**src/rtl/commit_unit_if.sv**
```systemverilog
// Commit port between the reorder buffer head and the commit unit.
// The ROB drives the head entry; the commit unit answers with the pop pulse.
interface commit_unit_if #(
    parameter int XLEN   = 32,
    parameter int ROB_AW = 5
);
    logic              commit_en_i;
    logic [ROB_AW-1:0] commit_id_i;
    logic [4:0]        commit_regaddr_i;
    logic [XLEN-1:0]   commit_data_i;
    logic [XLEN-1:0]   commit_pc_i;
    logic [1:0]        commit_branch_tag_i;
    logic              commit_cond_i;
    logic              commit_rdy_o;

    modport master (
        output commit_en_i, commit_id_i, commit_regaddr_i, commit_data_i,
               commit_pc_i, commit_branch_tag_i, commit_cond_i,
        input  commit_rdy_o
    );

    modport slave (
        input  commit_en_i, commit_id_i, commit_regaddr_i, commit_data_i,
               commit_pc_i, commit_branch_tag_i, commit_cond_i,
        output commit_rdy_o
    );
endinterface

```
**src/rtl/commit_unit.sv**
```systemverilog
// In-order retirement stage: register writeback, store release to the LSB,
// misprediction flush and fetch redirect. Sole source of the global flush.
module commit_unit #(
    parameter int XLEN   = 32,
    parameter int ROB_AW = 5
) (
    input  logic              clk,
    input  logic              rst,
    input  logic              rdy,
    commit_unit_if.slave      rob,
    output logic              rf_we_o,
    output logic [4:0]        rf_waddr_o,
    output logic [XLEN-1:0]   rf_wdata_o,
    output logic [ROB_AW-1:0] rf_wrob_o,
    output logic              st_en_o,
    output logic [ROB_AW-1:0] st_rob_o,
    input  logic              st_done_i,
    output logic              rst_c_o,
    output logic              redirect_en_o,
    output logic [XLEN-1:0]   redirect_pc_o,
    output logic [31:0]       retire_cnt_o,
    output logic [15:0]       flush_cnt_o
);
    localparam logic [1:0] IDLE       = 2'd0;
    localparam logic [1:0] STORE_WAIT = 2'd1;
    localparam logic [1:0] FLUSH      = 2'd2;

    localparam logic [1:0] TAG_ALU   = 2'b00;
    localparam logic [1:0] TAG_JUMP  = 2'b10;
    localparam logic [1:0] TAG_STORE = 2'b11;

    logic [1:0]        state_q, state_d;
    logic              rf_we_q, rf_we_d;
    logic [4:0]        rf_waddr_q, rf_waddr_d;
    logic [XLEN-1:0]   rf_wdata_q, rf_wdata_d;
    logic [ROB_AW-1:0] rf_wrob_q, rf_wrob_d;
    logic              st_en_q, st_en_d;
    logic [ROB_AW-1:0] st_rob_q, st_rob_d;
    logic              rst_c_q, rst_c_d;
    logic              redirect_en_q, redirect_en_d;
    logic [XLEN-1:0]   redirect_pc_q, redirect_pc_d;
    logic [31:0]       retire_cnt_q, retire_cnt_d;
    logic [15:0]       flush_cnt_q, flush_cnt_d;

    logic accept_idle;
    logic accept_store;
    logic accept;

    // Pop decision. While st_en_o is still high the LSB cannot have written
    // memory yet, so st_done_i is only honoured from the following cycle.
    always_comb begin
        accept_idle  = (state_q == IDLE) && rob.commit_en_i
                       && (rob.commit_branch_tag_i != TAG_STORE);
        accept_store = (state_q == STORE_WAIT) && st_done_i && !st_en_q;
        accept       = rst && rdy && (accept_idle || accept_store);
    end

    assign rob.commit_rdy_o = accept;

    // Next-state and output-register computation; everything holds when rdy=0.
    always_comb begin
        state_d       = state_q;
        rf_we_d       = rf_we_q;
        rf_waddr_d    = rf_waddr_q;
        rf_wdata_d    = rf_wdata_q;
        rf_wrob_d     = rf_wrob_q;
        st_en_d       = st_en_q;
        st_rob_d      = st_rob_q;
        rst_c_d       = rst_c_q;
        redirect_en_d = redirect_en_q;
        redirect_pc_d = redirect_pc_q;
        retire_cnt_d  = retire_cnt_q;
        flush_cnt_d   = flush_cnt_q;

        if (rdy) begin
            rf_we_d       = 1'b0;
            st_en_d       = 1'b0;
            rst_c_d       = 1'b0;
            redirect_en_d = 1'b0;
            if (accept) begin
                retire_cnt_d = retire_cnt_q + 32'd1;
            end
            case (state_q)
                IDLE: begin
                    if (rob.commit_en_i && rob.commit_branch_tag_i == TAG_STORE) begin
                        st_en_d  = 1'b1;
                        st_rob_d = rob.commit_id_i;
                        state_d  = STORE_WAIT;
                    end else if (accept_idle) begin
                        if (rob.commit_branch_tag_i == TAG_ALU ||
                            rob.commit_branch_tag_i == TAG_JUMP) begin
                            rf_we_d    = (rob.commit_regaddr_i != 5'd0);
                            rf_waddr_d = rob.commit_regaddr_i;
                            rf_wdata_d = rob.commit_data_i;
                            rf_wrob_d  = rob.commit_id_i;
                        end
                        if (rob.commit_branch_tag_i != TAG_ALU && rob.commit_cond_i) begin
                            rst_c_d       = 1'b1;
                            redirect_en_d = 1'b1;
                            redirect_pc_d = rob.commit_pc_i;
                            flush_cnt_d   = flush_cnt_q + 16'd1;
                            state_d       = FLUSH;
                        end
                    end
                end
                STORE_WAIT: begin
                    if (accept_store) begin
                        state_d = IDLE;
                    end
                end
                FLUSH:   state_d = IDLE;
                default: state_d = IDLE;
            endcase
        end
    end

    // State and output registers with asynchronous active-low reset.
    always_ff @(posedge clk or negedge rst) begin
        if (!rst) begin
            state_q       <= IDLE;
            rf_we_q       <= 1'b0;
            rf_waddr_q    <= '0;
            rf_wdata_q    <= '0;
            rf_wrob_q     <= '0;
            st_en_q       <= 1'b0;
            st_rob_q      <= '0;
            rst_c_q       <= 1'b0;
            redirect_en_q <= 1'b0;
            redirect_pc_q <= '0;
            retire_cnt_q  <= '0;
            flush_cnt_q   <= '0;
        end else begin
            state_q       <= state_d;
            rf_we_q       <= rf_we_d;
            rf_waddr_q    <= rf_waddr_d;
            rf_wdata_q    <= rf_wdata_d;
            rf_wrob_q     <= rf_wrob_d;
            st_en_q       <= st_en_d;
            st_rob_q      <= st_rob_d;
            rst_c_q       <= rst_c_d;
            redirect_en_q <= redirect_en_d;
            redirect_pc_q <= redirect_pc_d;
            retire_cnt_q  <= retire_cnt_d;
            flush_cnt_q   <= flush_cnt_d;
        end
    end

    assign rf_we_o       = rf_we_q;
    assign rf_waddr_o    = rf_waddr_q;
    assign rf_wdata_o    = rf_wdata_q;
    assign rf_wrob_o     = rf_wrob_q;
    assign st_en_o       = st_en_q;
    assign st_rob_o      = st_rob_q;
    assign rst_c_o       = rst_c_q;
    assign redirect_en_o = redirect_en_q;
    assign redirect_pc_o = redirect_pc_q;
    assign retire_cnt_o  = retire_cnt_q;
    assign flush_cnt_o   = flush_cnt_q;
endmodule
```
**src/flat_wrapper.sv**
```systemverilog
// flat-port wrapper written by rule: the top's interface ports become plain ports
module commit_unit_flat 
#(
    parameter int XLEN   = 32,
    parameter int ROB_AW = 5
)
  (clk, rst, rdy, rf_we_o, rf_waddr_o, rf_wdata_o, rf_wrob_o, st_en_o, st_rob_o, st_done_i, rst_c_o, redirect_en_o, redirect_pc_o, retire_cnt_o, flush_cnt_o, rob_commit_en_i, rob_commit_id_i, rob_commit_regaddr_i, rob_commit_data_i, rob_commit_pc_i, rob_commit_branch_tag_i, rob_commit_cond_i, rob_commit_rdy_o);
  commit_unit_if #(.XLEN(XLEN), .ROB_AW(ROB_AW)) rob_i ();
  input  logic clk;
  input  logic rst;
  input  logic rdy;
  output logic rf_we_o;
  output logic [4:0] rf_waddr_o;
  output logic [XLEN-1:0] rf_wdata_o;
  output logic [ROB_AW-1:0] rf_wrob_o;
  output logic st_en_o;
  output logic [ROB_AW-1:0] st_rob_o;
  input  logic st_done_i;
  output logic rst_c_o;
  output logic redirect_en_o;
  output logic [XLEN-1:0] redirect_pc_o;
  output logic [31:0] retire_cnt_o;
  output logic [15:0] flush_cnt_o;
  input wire logic [$bits(rob_i.commit_en_i)-1:0] rob_commit_en_i;
  input wire logic [$bits(rob_i.commit_id_i)-1:0] rob_commit_id_i;
  input wire logic [$bits(rob_i.commit_regaddr_i)-1:0] rob_commit_regaddr_i;
  input wire logic [$bits(rob_i.commit_data_i)-1:0] rob_commit_data_i;
  input wire logic [$bits(rob_i.commit_pc_i)-1:0] rob_commit_pc_i;
  input wire logic [$bits(rob_i.commit_branch_tag_i)-1:0] rob_commit_branch_tag_i;
  input wire logic [$bits(rob_i.commit_cond_i)-1:0] rob_commit_cond_i;
  output wire logic [$bits(rob_i.commit_rdy_o)-1:0] rob_commit_rdy_o;
  assign rob_i.commit_en_i = rob_commit_en_i;
  assign rob_i.commit_id_i = rob_commit_id_i;
  assign rob_i.commit_regaddr_i = rob_commit_regaddr_i;
  assign rob_i.commit_data_i = rob_commit_data_i;
  assign rob_i.commit_pc_i = rob_commit_pc_i;
  assign rob_i.commit_branch_tag_i = rob_commit_branch_tag_i;
  assign rob_i.commit_cond_i = rob_commit_cond_i;
  assign rob_commit_rdy_o = rob_i.commit_rdy_o;
  commit_unit #(.XLEN(XLEN), .ROB_AW(ROB_AW)) u_core (.clk(clk), .rst(rst), .rdy(rdy), .rob(rob_i), .rf_we_o(rf_we_o), .rf_waddr_o(rf_waddr_o), .rf_wdata_o(rf_wdata_o), .rf_wrob_o(rf_wrob_o), .st_en_o(st_en_o), .st_rob_o(st_rob_o), .st_done_i(st_done_i), .rst_c_o(rst_c_o), .redirect_en_o(redirect_en_o), .redirect_pc_o(redirect_pc_o), .retire_cnt_o(retire_cnt_o), .flush_cnt_o(flush_cnt_o));
endmodule
```
**config.mk**
```make
export PLATFORM = sky130hd
export DESIGN_NAME = commit_unit_flat
export DESIGN_NICKNAME = d
export VERILOG_FILES = /design/src/rtl/commit_unit_if.sv /design/src/rtl/commit_unit.sv /design/src/flat_wrapper.sv
export SDC_FILE = /design/constraint.sdc
export NUM_CORES = 1
export LEC_CHECK = 0
export BUFFER_PORTS_ARGS = -buffer_cell sky130_fd_sc_hd__buf_2
export CAP_MARGIN = 20
export CELL_PAD_IN_SITES_DETAIL_PLACEMENT = 1
export CELL_PAD_IN_SITES_GLOBAL_PLACEMENT = 2
export CORE_MARGIN = 2
export CORE_UTILIZATION = 33
export CTS_CLUSTER_DIAMETER = 30
export DETAILED_ROUTE_END_ITERATION = 7
export PLACE_DENSITY = 0.88
export SYNTH_ARGS = -nofsm -noshare
export SYNTH_HDL_FRONTEND = slang
export SYNTH_SLANG_ARGS = --single-unit
export TNS_END_PERCENT = 100
```
**constraint.sdc**
```tcl
create_clock -name clk -period 4.6 [get_ports clk]
set_input_delay 0.69 -clock clk [delete_from_list [all_inputs] [get_ports clk]]
set_output_delay 0.69 -clock clk [all_outputs]
set_load 0.05 [all_outputs]
```
==> Word-level counts from Yosys, hierarchy flattened <==
Index checks and enable logic that the tools add are counted.
{ "word_totals": {"ff_bits": 132, "in_bits": 82, "wordCells": 56} }
{ "classes": {"bitwise": 1, "addsub": 2, "n_reduce_logical": 20, "n_mux": 15, "n_eq_ne": 7} }
{ "op_table": {"columns": ["op", "n"], "rows": [
  ["$add A32 B1 Y32 const B", 1],
  ["$add A16 B1 Y16 const B", 1],
  ["$mux W1", 10],
  ["$reduce_and A5 Y1", 2],
  ["$logic_and A1 B1 Y1", 8],
  ["$mux W2", 4],
  ["$reduce_bool A5 Y1", 1],
  ["$eq A2 B2 Y1 const B", 2],
  ["$logic_not A2 Y1", 2],
  ["$pmux W2 S2", 1],
  ["$reduce_and A4 Y1", 1],
  ["$ne A3 B2 Y1 const B", 1],
  ["$ne A3 B3 Y1 const B", 1],
  ["$reduce_and A3 Y1", 1],
  ["$eq A2 B1 Y1 const B", 1],
  ["$logic_or A1 B1 Y1", 2],
  ["$ne A2 B1 Y1 const B", 1],
  ["$ne A2 B2 Y1 const B", 1],
  ["$reduce_and A2 Y1", 1],
  ["$reduce_bool A2 Y1", 1],
  ["$logic_not A1 Y1", 1],
  ["$not A1 Y1", 1]
]} }

==> Longest topological paths before layout <==
Gate-level depths: netlist (run 1).
{ "depth": {"word_depth": 6, "depth_mapped": 7, "ltp_nobuf": 5} }

==> Worst setup path after synthesis (run 1) <==
Ideal clock, no wire load.
{ "synth_path": {"path_kind": "input to output", "startpoint": "input st_done_i", "endpoint": "output rob_commit_rdy_o", "slack_ns": 2.119, "required_ns": 3.910, "path_stages": 5, "arrival_ns": 1.791, "cell_sequence": "nor2b_1 > a22o_1 > buf_2 > and2_1 > clkbuf_1"} }
{ "synth_via": {"elab_chain_len": 4} }
{ "synth_rtl": {"columns": ["item", "line", "rtl"], "rows": [
  ["from (decl)", "flat_wrapper.sv:18", "input logic st_done_i;"],
  ["$logic_and A1 B1 Y1 (2 in series)", "commit_unit.sv:54", "accept_store = (state_q == STORE_WAIT) && st_done_i && !st_en_q;"],
  ["$logic_or A1 B1 Y1", "commit_unit.sv:55", "accept = rst && rdy && (accept_idle || accept_store);"],
  ["$logic_and A1 B1 Y1", "commit_unit.sv:55", null],
  ["to (decl)", "flat_wrapper.sv:31", "output wire logic [$bits(rob_i.commit_rdy_o)-1:0] rob_commit_rdy_o;"]
]} }
No other way between the ends.

==> Worst setup path in the final report (run 1) <==
{ "layout_path": {"startpoint": "input rst", "endpoint": "output rob_commit_rdy_o"} }
{ "layout_via": {"elab_chain_len": 2} }
{ "layout_rtl": {"columns": ["item", "line", "rtl"], "rows": [
  ["from (decl)", "flat_wrapper.sv:10", "input logic rst;"],
  ["$logic_and A1 B1 Y1 (2 in series)", "commit_unit.sv:55", null]
]} }
No other way between the ends.

==> results.toml, run 1 <==
[setup_path]
crit_fanout = 63
rrSetupSlack_ps = 2510
crit_type = "in -> out"
cp-end-kind = "primary output"
arrival_ps = 2040
cp_data_required_time_ps = 3910
cp-start-kind = "input pin"

[pwr]
irDropWorstVdd_mv = 0.392
p_seq_share_pct = 34.7
pwr-share-clk_pct = 30.4
switchingPower_w = 0.00180
power_density_nw_per_um2 = 619
share_comb_of_total_power_pct = 34.9
swShare_pct = 39.7
p_leak_nw = 3.74
p_int_w = 0.00273

[drt]
post_drt_wl_per_cell_microns = 16.6
drt_pass1_iterations = 4
via_count = 3932
post-route-drc-count = 0
viasPerCell = 4.68
routed_wl_microns = 14000
ant_nets = 0
drt_iter0_markers = 114

[cts]
clock_path_buffers = 2
clk_latency_ps = 410
cts.sinks = 132
post_cts_buffers = 0
htreeDepth = 4
hold_buffers = 0
ctsResizeCount = 0
clk_pin_slew_ps = 50
cts_tree = "built"
cts_root_buf = "clkbuf_16"
cts_buffers = 17

[timing]
period_share_pct = 59.5
whs_ps = 264
hold_viol = 0
period_needed_ps = 2730
slew_viol_final = 0
maxSlewHeadroom_pct = 40.8
fmaxAchievable_mhz = 366
rsz0062_at_grt = "false"
skew_ps = 7.76
finalSetupViolations = 0
setup_ws_ps = 1870
tns_ps = 0
worst_slew_pin_slew_ps = 889

[status]
status = "finished clean"

[final_layout]
diodes = 0
fin_cells = 840
drive_above_1_share_pct = 53.7
seq_area_sq_um = 3300
syn_to_final_growth_pct = 35.5
fillers = 1752
nets = 698
fin_util_pct = 46.0
multi_input_area_sq_um = 2010

[place]
port_buffers = 213
gp_congestion = 0.750
pre_cts_ws_ps = 1780
place_inst = 810
hpwl_microns = 10400

[floorplanning]
die_area_sq_um = 17400
die_x_microns = 132
core.rowCount = 46
start_util_pct = 33.9
io_pins = 214
design.core.area_sq_um = 15900
die-height_microns = 132

[synth]
synth_area_sq_um = 5410
synth_top_area_share_pct = 61.1
synthDistinctLibCells = 32
synth_nets = 478
yosysWarningCount = 0
yosysTopAreaCell = "dfrtp_1"
synth-seq-cells = 132
synth.area.top_cells = "dfrtp_1 61%, mux2_2 17%, xor2_1 4.4%"
synthCells = 394
synth.yosys.seq_area_share_pct = 61.1
synth.avg_cell_area_sq_um = 13.7

[hold_path]
hold_class = "in -> async"

[global_route]
antenna_found_initial = 0
grt.total_usage_pct = 16.7
grt_pass1_vias = 4279
grt_max_degree = 72
grt_pass1_wl_microns = 23100
grt_overflow = 0

[flow_run]
maxCapViolations = 0
placed cells by master, fill, tap and decap left out:
cell type / n
nor2b_1: 4
and4_1: 5
nand2_1: 11
nor2b_4: 1
nor3_2: 4
nor3_1: 9
buf_6: 1
clkbuf_1: 3
or3_1: 2
nor4_1: 1
ha_1: 2
nand4_2: 1
clkbuf_16: 17
dfrtp_1: 132
nor2_1: 15
buf_4: 2
nand4_4: 1
bufinv_16: 3
mux2_2: 81
inv_1: 11
buf_12: 1
and4bb_2: 1
and3_1: 6
xnor2_1: 20
and3_2: 1
nand3_1: 19
and2_1: 3
o21ai_0: 3
nor4_4: 1
nand3_2: 1
nand4_1: 11
clkinv_2: 1
nand3b_1: 1
a21o_1: 2
clkbuf_8: 5
buf_2: 212
a22o_1: 2
xor2_1: 27
nor4_2: 1
cells by family (layout without fill, tap and decap cells):
logic type,Yosys count,count (layout),share of synthesized area [%]
DFF,132,132,61.1
and+or+nand+nor,99,99,11.1
muxes,81,81,16.9
xor gates and xnor gates,47,47,7.61
buffers and inverters,26,256,1.99
AOI/OAI and AO/OA,7,7,0.879
adders and majority gates,2,2,0.463
per-layer routing:
| metal | vias to the layer above | track usage [%] | part of all wire, % |
|---|---|---|---|
| li1 | 1804 | - | - |
| met1 | 1979 | 19.9 | 40 |
| met2 | 130 | 28.0 | 51 |
| met3 | 19 | 6.11 | 6.9 |
| met4 | 0 | 5.86 | 1.6 |
| met5 | - | 0 | 0 |
power groups by stage:
stage          logic [W]  clock network (W)  registers (W)
2_1_floorplan   0.000283                  0        0.00247
3_3_place_gp     0.00157                  0        0.00157
3_5_place_dp     0.00160                  0        0.00159
4_1_cts          0.00160            0.00142        0.00158
5_1_grt          0.00165            0.00147        0.00162
6_report         0.00158            0.00138        0.00157
sequential cells by signal (all words and copies together) (netlist names), 2 cells and up:
name,flops
u_core.redirect_pc_o,32
u_core.retire_cnt_o,32
u_core.rf_wdata_o,32
u_core.flush_cnt_o,16
u_core.rf_waddr_o,5
u_core.rf_wrob_o,5
u_core.st_rob_o,5
u_core.state_q,2
critical path, cell delays in order:
cell and delay, ps:
buf_6 440, nand3b_1 230, inv_1 130, and2_1 230, buf_2 300
path summary, 6_finish.rpt:
kind                                   startpoint                      end  depth (start not counted)
hold / removal                                rst  u_core.redirect_pc_o[6]                          1
max in group asynchronous                     rst     u_core.rf_wdata_o[9]                          2
min in group clk           u_core.flush_cnt_o[15]   u_core.flush_cnt_o[15]                          1
hold reg to reg            u_core.flush_cnt_o[15]   u_core.flush_cnt_o[15]                          1
setup / recovery                              rst         rob_commit_rdy_o                          5
setup reg to reg                u_core.state_q[1]  u_core.retire_cnt_o[30]                          5
cell type report:
cell class	instances	share of cell area [%]
clock buffer	25	6.90
tap	216	3.69
timing repair buffer	216	15.1
clock inverter	4	1.30
inverter	11	0.563
multi-input combinational	236	27.4
sequential	132	45.1
Yosys cell counts (all sizes together):
master	n
nand3b	1
or3	2
and3	7
xnor2	20
mux2	81
nor3	13
nand4	13
nor2	15
inv	11
and2	3
and4	5
dfrtp	132
nor4	3
nand3	20
clkbuf	9
xor2	27
buf	6
a22o	2
o21ai	3
nand2	11
a21o	2
and4bb	1
nor2b	5
ha	2
per-stage QoR:
stage | cell area, sq um | power [W]
floorplan | 5410 | 0.00276
global placement | 6710 | 0.00315
detailed placement | 6710 | 0.00319
CTS | 7310 | 0.00460
global route | 7330 | 0.00474
finish | 7330 | 0.00454
Power figures use the tool's default switching activity.
==> inputs of run 2 (changes only) <==
--- a/config.mk
+++ b/config.mk
@@ -10,10 +10,10 @@
 export CELL_PAD_IN_SITES_DETAIL_PLACEMENT = 1
 export CELL_PAD_IN_SITES_GLOBAL_PLACEMENT = 2
 export CORE_MARGIN = 2
-export CORE_UTILIZATION = 33
+export CORE_UTILIZATION = 31
 export CTS_CLUSTER_DIAMETER = 30
 export DETAILED_ROUTE_END_ITERATION = 7
-export PLACE_DENSITY = 0.88
+export PLACE_DENSITY = 0.84
 export SYNTH_ARGS = -nofsm -noshare
 export SYNTH_HDL_FRONTEND = slang
 export SYNTH_SLANG_ARGS = --single-unit
==> constraint.sdc (replaced) <==
create_clock -name clk -period 2.8 [get_ports clk]
set_input_delay 0.42 -clock clk [delete_from_list [all_inputs] [get_ports clk]]
set_output_delay 0.42 -clock clk [all_outputs]
set_load 0.05 [all_outputs]
==> run 2 against run 1 <==
Net effect: worst hold slack lost 69 ps; routed wire length shrank 0.30%; global-route usage shrank 0.91 points; clock skew grew 1.5 ps; critical path type is now reg -> out.
==> results.toml, run 2 (synthesized netlist as in run 1, its figures left out) <==
[global_route]
grt_max_degree = 70
antenna_found_initial = 1
grt_pass1_vias = 4370
grt_overflow = 0
grt_pass1_wl_microns = 22600
grt.total_usage_pct = 15.8

[drt]
drt_pass1_iterations = 4
via_count = 3936
viasPerCell = 4.60
post_drt_wl_per_cell_microns = 16.3
routed_wl_microns = 13900
drt_iter0_markers = 138
post-route-drc-count = 0
ant_nets = 0

[pwr]
p_int_w = 0.00423
swShare_pct = 41.5
power.total_w = 0.00724
irDropWorstVdd_mv = 0.472
p_seq_share_pct = 35.6
switchingPower_w = 0.00301
pwr-share-clk_pct = 28.4
share_comb_of_total_power_pct = 36.0
p_leak_nw = 3.73
power_density_nw_per_um2 = 989

[place]
port_buffers = 213
place_inst = 822
gp_congestion = 0.751
place_area_sq_um = 6770
hpwl_microns = 10400

[cts]
post_cts_buffers = 0
hold_buffers = 0
cts_tree = "built"
clock_path_buffers = 2
cts.sinks = 132
clk_pin_slew_ps = 60
clk_latency_ps = 420
cts_buffers = 17
cts_root_buf = "clkbuf_16"
ctsResizeCount = 0
htreeDepth = 4

[hold_path]
hold_class = "in -> async"

[final_layout]
syn_to_final_growth_pct = 35.3
fin_cells = 855
fillers = 1899
fin_util_pct = 42.6
nets = 700
fin_area_sq_um = 7320
final_cell_mix = "212 x buf_2, 132 x dfrtp_1, 81 x mux2_2"
final_common_cell = "buf_2"
drive_above_1_share_pct = 54.2

[timing]
hold_viol = 0
skew_ps = 9.22
slew_viol_final = 0
fmaxAchievable_mhz = 410
finalSetupViolations = 0
tns_ps = 0
maxSlewHeadroom_pct = 41.0
worst_slew_pin_slew_ps = 885
period_needed_ps = 2440
period_share_pct = 87.2
rsz0062_at_grt = "false"

[floorplanning]
die_x_microns = 136
die-height_microns = 136
core.rowCount = 48
start_util_pct = 31.5
design.core.area_sq_um = 17200
io_pins = 214
die_area_sq_um = 18500

[setup_path]
crit_buf_inv = 1
cp_data_required_time_ps = 2380
crit_fanout = 9
worstReg2RegStart = "u_core.state_q[1]"
cp-end-kind = "primary output"
rrSetupSlack_ps = 610
cpMaxStageDelayCell = "a22o_1"
path_cells = "nor2b_1 -> a22o_1 -> and2_1 -> buf_2"
crit_type = "reg -> out"
reg2reg_to = "u_core.flush_cnt_o[14]"
cp-start-kind = "flip-flop"
arrival_ps = 2020
startpoint = "u_core.st_en_o"
critPathMaxStageDelay_ps = 410
cp_top_family = "simple AND/OR/NAND/NOR gates"
endpoint = "rob_commit_rdy_o"
r2r_cells = 5
path_depth = 4

[status]
status = "finished clean"

[flow_run]
maxCapViolations = 0
run 2: through the flow:
stage	hold slack, ps	setup slack [ps]
4_1_cts	216	307
3_3_place_gp	458	589
2_1_floorplan	124	556
6_report	195	358
3_5_place_dp	458	519
5_1_grt	220	220
run 2: power by group through the flow:
stage,Combinational [W],Clock [W],Sequential [W]
2_1_floorplan,0.000464,0,0.00406
3_3_place_gp,0.00260,0,0.00258
3_5_place_dp,0.00264,0,0.00261
4_1_cts,0.00264,0.00212,0.00259
5_1_grt,0.00273,0.00220,0.00264
6_report,0.00261,0.00205,0.00258
run 2: routing by layer:
metal | routed length (microns) | up-vias | share of wire, % | global-route usage [%]
li1 | - | 1822 | - | -
met1 | 5680 | 1958 | 41 | 18.4
met2 | 6930 | 136 | 50 | 26.6
met3 | 1040 | 20 | 7.4 | 5.26
met4 | 287 | 0 | 2.1 | 6.89
met5 | 0 | - | 0 | 0
run 2: area by class of cell:
type                       count  area [sq um]  share of cell area, %
sequential                   132          3300                   45.1
timing repair buffer         218          1130                   15.5
multi-input combinational    236          2010                   27.4
inverter                      11          41.3                  0.564
clock buffer                  24           502                   6.85
antenna                        1          2.50                 0.0342
tap                          225           282                   3.85
clock inverter                 8          50.0                  0.684
run 2: worst min path at each step:
stage / from / end / slack [ps] / cells past startpoint
finish: rst / u_core.retire_cnt_o[10] / 200 / 2
global route: rob_commit_data_i[12] / u_core.rf_wdata_o[12] / 220 / 2
CTS: rst / u_core.state_q[0] / 220 / 2
detailed placement: u_core.retire_cnt_o[31] / u_core.retire_cnt_o[31] / 460 / 1
global placement: u_core.retire_cnt_o[31] / u_core.retire_cnt_o[31] / 460 / 1
floorplan: rst / u_core.flush_cnt_o[0] / 120 / 0
==> inputs of run 3 (changes only) <==
--- a/config.mk
+++ b/config.mk
@@ -13,6 +13,7 @@
 export CORE_UTILIZATION = 31
 export CTS_CLUSTER_DIAMETER = 30
 export DETAILED_ROUTE_END_ITERATION = 7
+export GPL_TIMING_DRIVEN = 0
 export PLACE_DENSITY = 0.84
 export SYNTH_ARGS = -nofsm -noshare
 export SYNTH_HDL_FRONTEND = slang
==> run 3 against run 2 <==
Net effect: global-route usage up 0.90 points; clock power rose by 18%; flip-flop and latch count is the same; clock skew fell by 2.9 ps; non-clock buffer count increased by 17; die area unchanged; worst hold slack got worse by 140 ps; core utilization grew 1.4 points; fmax is 4.0% lower; first-iteration DRC count fell by 5.1%; final area increased by 3.3%; count of clock-buffer cells in the layout fell by 3; largest cell class unchanged.
==> results.toml, run 3 (synthesized netlist as in run 1, its figures left out) <==
[setup_path]
cp-start-kind = "flip-flop"
cp_common_cell = "buf_2"
cp_top_family = "buffers and inverters"
critPathMaxStageDelay_ps = 410
rrSetupSlack_ps = 670
crit_type = "reg -> out"
arrival_ps = 2120
cpMaxStageDelayCell = "dfrtp_1"
crit_fanout = 9
crit_buf_inv = 3
cp_data_required_time_ps = 2380
path_cells = "nor2b_1 -> a22o_1 -> buf_2 -> and2_1 -> clkbuf_1 -> buf_2"
cp-end-kind = "primary output"

[floorplanning]
start_util_pct = 31.5
design.core.area_sq_um = 17200
die_x_microns = 136
die_area_sq_um = 18500
io_pins = 214
core.rowCount = 48
die-height_microns = 136

[drt]
drt_pass1_iterations = 4
ant_nets = 0
routed_wl_microns = 14900
drt_iter0_markers = 131
post-route-drc-count = 0
viasPerCell = 4.66
via_count = 4060
post_drt_wl_per_cell_microns = 17.1

[final_layout]
final_common_cell = "buf_2"
syn_to_final_growth_pct = 39.8
drive_above_1_share_pct = 53.7
nets = 717
final_cell_mix = "217 x buf_2, 132 x dfrtp_1, 81 x mux2_2"

[timing]
whs_ps = 54.4
fmaxAchievable_mhz = 393
period_share_pct = 90.8
tns_ps = 0
setup_ws_ps = 257
hold_viol = 0
finalSetupViolations = 0
worst_slew_pin_slew_ps = 764
maxSlewHeadroom_pct = 48.9
slew_viol_final = 0
skew_ps = 6.31
period_needed_ps = 2540
rsz0062_at_grt = "false"

[global_route]
grt_max_degree = 49
grt_pass1_vias = 4501
grt_overflow = 0
antenna_found_initial = 0
grt.total_usage_pct = 16.7
grt_pass1_wl_microns = 23800

[place]
port_buffers = 213
gp_congestion = 0.752
hpwl_microns = 10900
pre_cts_ws_ps = -290

[pwr]
p_leak_nw = 3.85
irDropWorstVdd_mv = 0.449
power.total_w = 0.00766
power_density_nw_per_um2 = 1010

[cts]
htreeDepth = 4
cts_root_buf = "clkbuf_16"
cts.sinks = 132
clk_pin_slew_ps = 60
clk_latency_ps = 410
clock_path_buffers = 2
cts_buffers = 17
cts_tree = "built"

[hold_path]
hold_class = "in -> async"

[status]
status = "finished clean"

[flow_run]
maxCapViolations = 0
[run 3: layout make-up]
cell class	instances	area, sq um
clock buffers	21	470
inverters	11	41.3
plain buffers	15	66.3
diodes	1	2.50
multi-input cells	236	2000
clock inverters	11	175
repair buffers	220	1220
well taps	225	282
flip-flops and latches	132	3300
fillers	1875	9610
[run 3: metal layers]
metal	global-route usage (%)	part of all wire [%]	up-vias
li1	-	-	1851
met1	19.6	40	2056
met2	28.3	51	135
met3	5.67	6.8	18
met4	6.31	1.6	0
met5	0	0	-
[run 3: worst reg2reg max path, cell delays in order, from the launching register on]
cell,delay [ps]
dfrtp_1,410
nand3b_1,300
nor4_4,560
nand4_1,400
nor3_2,240
xnor2_1,150
[run 3: final timing paths]
check,start,endpoint,cells after the start
worst max-delay path,u_core.st_en_o,rob_commit_rdy_o,6
worst min-delay path,rst,u_core.flush_cnt_o[10],3
worst max register to register,u_core.state_q[1],u_core.retire_cnt_o[30],5
worst min register to register,u_core.retire_cnt_o[31],u_core.retire_cnt_o[31],1
max in group asynchronous,rst,u_core.st_rob_o[3],3
min in group clk,rob_commit_data_i[22],u_core.rf_wdata_o[22],2
[run 3: repair_timing]
item / in CTS / in global routing
resized for setup: 2 / 0
setup buffers: 0 / 0
endpoints found under the setup margin: 1 / 0
hold buffers: 6 / 0
endpoints found under the hold margin: 62 / 0
[run 3: where the power goes]
part	switching, W	internal (W)	total [W]
Sequential	0.000266	0.00233	0.00259
Clock	0.000854	0.00157	0.00242
Combinational	0.00196	0.000687	0.00265
Total	0.00308	0.00458	0.00766
[run 3: through the flow]
stage               util, %  cells  cell area (sq um)
floorplan                 -    394               5410
global placement       39.3    832               6760
detailed placement     39.5    833               6790
CTS                    44.0    871               7560
global route           44.0    871               7560
finish                 44.0    872               7560
